[config.mk]
export PLATFORM = sky130hd
export DESIGN_NAME = cdma_axil_wr_slave
export DESIGN_NICKNAME = d
export VERILOG_FILES = /design/src/rtl/cdma_axil_wr_slave.sv
export SDC_FILE = /design/constraint.sdc
export NUM_CORES = 1
export LEC_CHECK = 0
export ABC_AREA = 1
export BUFFER_PORTS_ARGS = -buffer_cell sky130_fd_sc_hd__buf_4
export CAP_MARGIN = 30
export CORE_MARGIN = 4
export CORE_UTILIZATION = 58
export DETAILED_ROUTE_END_ITERATION = 16
export GPL_TIMING_DRIVEN = 0
export PLACE_DENSITY = 0.92
export SKIP_CTS_REPAIR_TIMING = 1
export SYNTH_ARGS = -nofsm -noshare
export SYNTH_HDL_FRONTEND = slang
export SYNTH_SLANG_ARGS = --single-unit
[constraint.sdc]
create_clock -name clk -period 5.5 [get_ports clk]
set_input_delay 0.275 -clock clk [delete_from_list [all_inputs] [get_ports clk]]
set_output_delay 0.275 -clock clk [all_outputs]
set_load 0.02 [all_outputs]
[src/rtl/cdma_axil_wr_slave.sv]
`default_nettype none
// ============================================================================
// Module      : cdma_axil_wr_slave
// Description : AXI4-Lite write responder for the CDMA configuration
//               registers (SA, DA, BTT). AW and W are captured
//               independently. The register write and the B response both
//               happen on the edge where the two halves first meet. A
//               valid BTT write issues a one-cycle start pulse to the DMA
//               datapath.
// Revision    : 1.0 - initial release
// ============================================================================
module cdma_axil_wr_slave #(
  parameter int BTT_W  = 26,
  parameter int ADDR_W = 10
) (
  input  logic              clk,
  input  logic              rst,
  input  logic [ADDR_W-1:0] awaddr,
  input  logic              awvalid,
  output logic              awready,
  input  logic [31:0]       wdata,
  input  logic [3:0]        wstrb,
  input  logic              wvalid,
  output logic              wready,
  output logic [1:0]        bresp,
  output logic              bvalid,
  input  logic              bready,
  input  logic              dma_busy,
  output logic [31:0]       src_addr,
  output logic [31:0]       dst_addr,
  output logic [BTT_W-1:0]  btt,
  output logic              start
);

  // Word offsets (byte offset >> 2) of the implemented registers
  localparam logic [ADDR_W-3:0] c_OFF_SA  = (ADDR_W-2)'(32'h18 >> 2);
  localparam logic [ADDR_W-3:0] c_OFF_DA  = (ADDR_W-2)'(32'h20 >> 2);
  localparam logic [ADDR_W-3:0] c_OFF_BTT = (ADDR_W-2)'(32'h28 >> 2);
  localparam logic [1:0]        c_OKAY    = 2'b00;
  localparam logic [1:0]        c_SLVERR  = 2'b10;

  logic              r_live;      // low only during the reset cycle(s)
  logic              r_aw_full;
  logic              r_w_full;
  logic [ADDR_W-3:0] r_aw_off;
  logic [31:0]       r_wdata;
  logic [3:0]        r_wstrb;
  logic              r_bvalid;
  logic [1:0]        r_bresp;
  logic              r_start;
  logic [31:0]       r_src;
  logic [31:0]       r_dst;
  logic [BTT_W-1:0]  r_btt;

  logic              w_aw_hs;
  logic              w_w_hs;
  logic              w_commit;
  logic [ADDR_W-3:0] w_off;
  logic [31:0]       w_data;
  logic [3:0]        w_strb;
  logic [31:0]       w_btt_ext;
  logic [31:0]       w_sa_merge;
  logic [31:0]       w_da_merge;
  logic [31:0]       w_btt_merge;
  logic [BTT_W-1:0]  w_btt_new;
  logic              w_sel_sa;
  logic              w_sel_da;
  logic              w_sel_btt;
  logic              w_btt_ok;
  logic              w_unused;

  // Byte-lane merge of new data into an existing 32-bit value
  function automatic logic [31:0] f_merge(input logic [31:0] old_v,
                                          input logic [31:0] new_v,
                                          input logic [3:0]  strb);
    logic [31:0] res;
    res = old_v;
    for (int b = 0; b < 4; b++) begin
      if (strb[b]) res[8*b +: 8] = new_v[8*b +: 8];
    end
    return res;
  endfunction

  // Readies depend on registered state only, so there is no valid->ready path
  assign awready  = r_live & ~r_aw_full & ~r_bvalid;
  assign wready   = r_live & ~r_w_full  & ~r_bvalid;
  assign bvalid   = r_bvalid;
  assign bresp    = r_bresp;
  assign start    = r_start;
  assign src_addr = r_src;
  assign dst_addr = r_dst;
  assign btt      = r_btt;

  // Handshake detection, operand selection (held or live) and decode
  always_comb begin
    w_aw_hs   = awvalid & awready;
    w_w_hs    = wvalid & wready;
    w_commit  = (r_aw_full | w_aw_hs) & (r_w_full | w_w_hs);
    w_off     = r_aw_full ? r_aw_off : awaddr[ADDR_W-1:2];
    w_data    = r_w_full ? r_wdata : wdata;
    w_strb    = r_w_full ? r_wstrb : wstrb;
    w_btt_ext = '0;
    w_btt_ext[BTT_W-1:0] = r_btt;
    w_sa_merge  = f_merge(r_src, w_data, w_strb);
    w_da_merge  = f_merge(r_dst, w_data, w_strb);
    w_btt_merge = f_merge(w_btt_ext, w_data, w_strb);
    w_btt_new   = w_btt_merge[BTT_W-1:0];
    w_sel_sa    = (w_off == c_OFF_SA);
    w_sel_da    = (w_off == c_OFF_DA);
    w_sel_btt   = (w_off == c_OFF_BTT);
    w_btt_ok    = ~dma_busy & (w_strb != 4'b0000) & (w_btt_new != '0);
  end

  // Address bits below the word boundary and merge bits above BTT_W are
  // intentionally dropped
  assign w_unused = &{1'b0, awaddr[1:0], w_btt_merge};

  // Readiness flag and AW/W capture; flags clear when the write commits
  always_ff @(posedge clk) begin
    if (rst) begin
      r_live    <= 1'b0;
      r_aw_full <= 1'b0;
      r_w_full  <= 1'b0;
      r_aw_off  <= '0;
      r_wdata   <= '0;
      r_wstrb   <= '0;
    end else begin
      r_live <= 1'b1;
      if (w_aw_hs) r_aw_off <= awaddr[ADDR_W-1:2];
      if (w_w_hs) begin
        r_wdata <= wdata;
        r_wstrb <= wstrb;
      end
      if (w_commit) begin
        r_aw_full <= 1'b0;
        r_w_full  <= 1'b0;
      end else begin
        if (w_aw_hs) r_aw_full <= 1'b1;
        if (w_w_hs)  r_w_full  <= 1'b1;
      end
    end
  end

  // B channel and start pulse; start tracks the first bvalid cycle only
  always_ff @(posedge clk) begin
    if (rst) begin
      r_bvalid <= 1'b0;
      r_bresp  <= c_OKAY;
      r_start  <= 1'b0;
    end else begin
      r_start <= w_commit & w_sel_btt & w_btt_ok;
      if (w_commit) begin
        r_bvalid <= 1'b1;
        r_bresp  <= (w_sel_sa | w_sel_da | (w_sel_btt & w_btt_ok)) ? c_OKAY : c_SLVERR;
      end else if (r_bvalid & bready) begin
        r_bvalid <= 1'b0;
      end
    end
  end

  // Register file update on commit
  always_ff @(posedge clk) begin
    if (rst) begin
      r_src <= '0;
      r_dst <= '0;
      r_btt <= '0;
    end else if (w_commit) begin
      if (w_sel_sa)               r_src <= w_sa_merge;
      if (w_sel_da)               r_dst <= w_da_merge;
      if (w_sel_btt && w_btt_ok)  r_btt <= w_btt_new;
    end
  end

endmodule
`default_nettype wire

; ---- Word-level counts from Yosys, hierarchy flattened
; Index checks and enable logic that the tools add are counted.
[op_classes]
eq_ne = 3
mux = 11
n_bitwise = 21
n_reduce_logical = 14
[ops]
columns = op, count
row1 = 2-to-1 mux 32 bit, 1
row2 = 2-to-1 mux 8 bit, 4
row3 = nonzero test 26 bit, 1
row4 = AND reduction 3 bit, 8
row5 = "== test 8 x 4 -> 1 bit, second input constant", 2
row6 = AND 1 bit, 13
row7 = "== test 8 x 3 -> 1 bit, second input constant", 1
row8 = 2-to-1 mux 2 bit, 2
row9 = 2-to-1 mux 4 bit, 1
row10 = inverter 1 bit, 4
row11 = bitwise OR 1 bit, 4
row12 = nonzero test 4 bit, 1
row13 = 2-to-1 mux 1 bit, 3
row14 = AND reduction 2 bit, 1
row15 = nonzero test 2 bit, 1
row16 = OR reduction 2 bit, 1
row17 = logical AND 1 bit, 1
[totals]
ff_bits = 141
input_bits = 52
out_inout_bits = 96
word_cells = 67

; ---- Longest topological paths before layout
[depth]
word_depth = 8
ltp_mapped = 16

; ---- Worst setup path after synthesis
; No wires, ideal clock.
[synth_timing]
path_kind = flip-flop to flip-flop
startpoint = reg r_bvalid, in the netlist bvalid
endpoint = reg r_btt[17], in the netlist btt[17]
setup_ns = 0.110
arrival_time_ns = 2.030
required_time_ns = 5.390
slack_ns = 3.360
path_stages_with_launch = 11
n_path_buf = 2
synth_period_minus_slack_ns = 2.140
path_cell_list = dfxtp_1 > nor3_1 > nand2_1 > nand2_1 > nand2_4 > inv_1 > buf_2 > buf_4 > nand4_1 > nand2_1 > nor2_1
[synth_between]
elab_chain_len = 6
word_cells_on_any_way = 9
classes_between = bitwise: 8 / reduce/logical: 1
[synth_lines]
columns = item, line_no
row1 = from (decl), 48  ; logic r_bvalid;
row2 = from (signal assigned), 147  ; r_bvalid <= 1'b0;
row3 = from (signal assigned), 153  ; r_bvalid <= 1'b1;
row4 = from (signal assigned), 156  ; r_bvalid <= 1'b0;
row5 = inverter 1 bit, 85  ; assign awready = r_live & ~r_aw_full & ~r_bvalid;
row6 = AND 1 bit, 85
row7 = named net awready, 20  ; output logic awready,
row8 = AND 1 bit, 96  ; w_aw_hs = awvalid & awready;
row9 = bitwise OR 1 bit, 98  ; w_commit = (r_aw_full | w_aw_hs) & (r_w_full | w_w_hs);
row10 = AND 1 bit, 98
row11 = AND reduction 2 bit (no source line), -
row12 = to (signal assigned), 170  ; if (w_sel_btt && w_btt_ok) r_btt <= w_btt_new;
row13 = to (decl), 53  ; logic [BTT_W-1:0] r_btt;
; The timed path passes the listed nets, and every way through them passes these cells.
; A chain may end at the register's enable or synchronous reset.

; ---- Final worst setup path
[layout_timing]
startpoint = reg r_aw_full
endpoint = reg r_src[8], in the netlist src_addr[8]
[layout_between]
elab_chain_len = 7
word_cells_on_any_way = 9
classes_between = eq/ne: 1 / mux: 1 / bitwise: 6 / reduce/logical: 1
[layout_lines]
columns = item, line_no
row1 = from (decl), 43  ; logic r_aw_full;
row2 = from (signal assigned), 122  ; r_aw_full <= 1'b0;
row3 = from (signal assigned), 135  ; r_aw_full <= 1'b0;
row4 = from (signal assigned), 138  ; if (w_aw_hs) r_aw_full <= 1'b1;
row5 = inverter 1 bit, 85
row6 = AND 1 bit (2 in a row), 85
row7 = AND 1 bit, 96
row8 = bitwise OR 1 bit, 98
row9 = AND 1 bit, 98
row10 = AND reduction 3 bit (no source line) (*), -
row11 = to (signal assigned), 168  ; if (w_sel_sa) r_src <= w_sa_merge;
row12 = to (decl), 51  ; logic [31:0] r_src;
; Every way passes the cells marked *; elsewhere a longest branch is shown, timed or not.

==> results_dict.tcl <==
set metrics [dict create \
    syn-num-nets 1035 \
    hold_viol_final 0 \
    first_pass_iters 7 \
    timing.fmax_mhz 387 \
    final_nets 1198 \
    max_stage_delay_ns 0.68 \
    hold_ws_ns 0.117 \
    setup_ws_ns 2.92 \
    min_period_over_period_pct 46.9 \
    grt_pass1_wl_um 31100 \
    drive_gt1_share_pct 20.3 \
    die_w_um 114 \
    synthCells 983 \
    die-area_um2 13000 \
    avgSynthCellArea_um2 6.65 \
    rsz0062_at_grt "no" \
    yosysWarningCount 0 \
    crit_required_ns 5.85 \
    r2r_start "r_aw_full$_SDFFE_PP0P_" \
    layoutNonFillerInstCount 1299 \
    path_class "reg -> reg" \
    ff2ff_path_depth 10 \
    worstMarginPinSlew_ns 0.897 \
    area_growth_pct 27.7 \
    cpMaxStageDelayCell "nor4_4" \
    detail_route.wirelength_um 20000 \
    leakage_nw 3.91 \
    ys_seq_area_share_pct 42.8 \
    power-per-cell-area_nw_per_um2 295 \
    finalSetupTns_ns 0 \
    post-route-min-period_ns 2.58 \
    dp_hpwl_um 14500 \
    hold_class "in -> reg" \
    cts_tree "yes" \
    synth_top_family_by_area "simple AND/OR/NAND/NOR gates" \
    cts_sinks 140 \
    cp_top_family "simple AND/OR/NAND/NOR gates" \
    arrival_ns 2.93 \
    post-place-ws_ns 3.10 \
    drc 0 \
    synth-xor-area-share_pct 0 \
    grt_usage_pct 29.9 \
    synth_top_cell_area_share_pct 42.8 \
    crit_path_end_kind "flop" \
    clkSlewWorstSetupHoldPaths_ns 0.07 \
    antenna_cells_inserted 0 \
    place_congestion 0.943 \
    yosysUniqueCellTypes 26 \
    die_h_um 114 \
    outcome "finished clean" \
    drtAntennaViolNets 0 \
    crit_cells 10 \
    cts-root-buf "clkbuf_16" \
    pin_count 148 \
    setup-violations-final 0 \
    vdd_drop_max_uv 228 \
    grt_start_max_net_pins 17 \
    clock_skew_ns 0.00838 \
    rows 38 \
    ys_top_cells_by_area "dfxtp_1, nand2_1, nand3_1, a21oi_1, inv_1" \
    cpMostUsedCell "nand2_1" \
    synthMuxAreaShare_pct 0.153 \
    cts_buffers 17 \
    p_total_w 0.00246 \
    drtIter0Drc 890 \
    report.final.slew_viol_count 0 \
    portBuffers 144 \
    grt-ovfl-total 0 \
    synth_compound_area_share_pct 11.5 \
    holdPathStages 3 \
    crit_path_start_kind "flop" \
    htree_levels 4 \
    coreArea_um2 10900 \
    timing.rr.end "src_addr[8]$_SDFFE_PP0P_" \
    path_cells "buf_2, inv_2, nor3_1, nand2_1, nand2_1, inv_1, nor4_4, clkbuf_1, nand3_1, a21oi_1" \
    crit_fanout 10 \
    crit_buf_inv 4 \
    slew_headroom_pct 39.7 \
    synthAdderAreaFrac_pct 0 \
    clk_latency_ns 0.42 \
    synth_area_um2 6540 \
    cts_buffer_depth 2 \
    via_per_inst 5.53 \
    min_to "r_wdata[29]$_SDFFE_PP0P_" \
    dp.cells 1267 \
    cap_violations 0 \
    antenna_found_initial 0 \
    synth_seq_cells 140 \
    yosys.area_share.simple_pct 34.5 \
    worstHoldStart "wdata[29]" \
    grt_pass1_vias 6587 \
    initial_core_util_pct 59.8 \
    ff2ff_setup_slack_ns 2.92 \
    routedWlPerCell_um 15.4 \
    num_vias 7185 \
    synth_top_area_cell "dfxtp_1" \
]
tightest hold or removal path, cell delays in order:
cell	delay (ns)
buf_4	0.08
o21ai_0	0.07
nor2_1	0.07
worst max path at each step:
stage,start,end,slack (ns)
finish,r_aw_full$_SDFFE_PP0P_,src_addr[8]$_SDFFE_PP0P_,2.92
global route,r_aw_full$_SDFFE_PP0P_,src_addr[27]$_SDFFE_PP0P_,2.77
CTS,r_aw_full$_SDFFE_PP0P_,src_addr[8]$_SDFFE_PP0P_,3.05
detailed placement,r_aw_full$_SDFFE_PP0P_,src_addr[22]$_SDFFE_PP0P_,3.10
global placement,r_aw_full$_SDFFE_PP0P_,src_addr[22]$_SDFFE_PP0P_,3.18
floorplan,bvalid$_SDFFE_PP0P_,btt[17]$_SDFFE_PP0P_,3.36
registers in the layout, summed over array words and instances (netlist names), 4 cells and up:
| register | cells |
|---|---|
| dst_addr | 32 |
| r_wdata | 32 |
| r_aw_off | 8 |
| src_addr | 32 |
| btt | 26 |
| r_wstrb | 4 |
power breakdown:
part	switching (W)	total (W)	internal (W)
Clock	0.000484	0.00108	0.000594
Sequential	0.0000143	0.00106	0.00104
Combinational	0.000228	0.000329	0.000102
Total	0.000726	0.00246	0.00174
Yosys cell counts:
| master | n |
|---|---|
| nand2_1 | 295 |
| nor3_4 | 1 |
| nor3_1 | 3 |
| nor2_2 | 2 |
| buf_6 | 4 |
| mux2i_1 | 1 |
| buf_4 | 3 |
| nor3_2 | 1 |
| nand2_4 | 3 |
| nor2_1 | 93 |
| inv_2 | 15 |
| buf_2 | 16 |
| conb_1 | 1 |
| a21oi_4 | 4 |
| inv_1 | 107 |
| nor4_1 | 1 |
| a21oi_1 | 84 |
| nand3_4 | 1 |
| nand4_1 | 27 |
| nand2_2 | 9 |
| o21ai_0 | 46 |
| nand3_1 | 89 |
| o21ai_1 | 7 |
| nor4_4 | 1 |
| clkbuf_1 | 29 |
| dfxtp_1 | 140 |
stage by stage:
stage / area (um2) / utilization (%)
after CTS: 8350 / 76.4
after global routing: 8350 / 76.4
after floorplan: 6540 / -
after global placement: 7800 / 71.3
after detailed placement: 7800 / 71.3
final: 8350 / 76.4
cell families after synthesis:
group	after synthesis
AND/OR/NAND/NOR	526
multiplexers	1
buffers and inverters	174
AO/OA/AOI/OAI	141
other	1
flip-flops	140
final cells by class:
type / count / area (um2)
Buffer: 52 / 256
Clock buffer: 18 / 429
Clock inverter: 14 / 125
Fill cell: 793 / 2580
Inverter: 122 / 458
Multi-Input combinational cell: 669 / 3020
Sequential cell: 140 / 2800
Tap cell: 140 / 175
Timing Repair Buffer: 144 / 1080
cells in the final DEF, fill, tap and decap left out, drive strengths merged:
master / n
mux2i: 1
dfxtp: 140
nand4: 27
nor2: 95
clkinvlp: 4
nand2: 307
nor4: 2
clkbuf: 47
nor3: 5
buf: 167
nand3: 90
inv: 130
clkinv: 2
o21ai: 53
a21oi: 88
conb: 1
per-layer routing:
metal	GRT usage, %	routed length [um]	vias to the layer above
li1	-	-	3447
met5	0	0	-
met3	7.40	2250	74
met1	36.9	7650	3209
met2	49.8	9420	455
met4	12.6	723	0
Power figures use the tool's default switching activity.
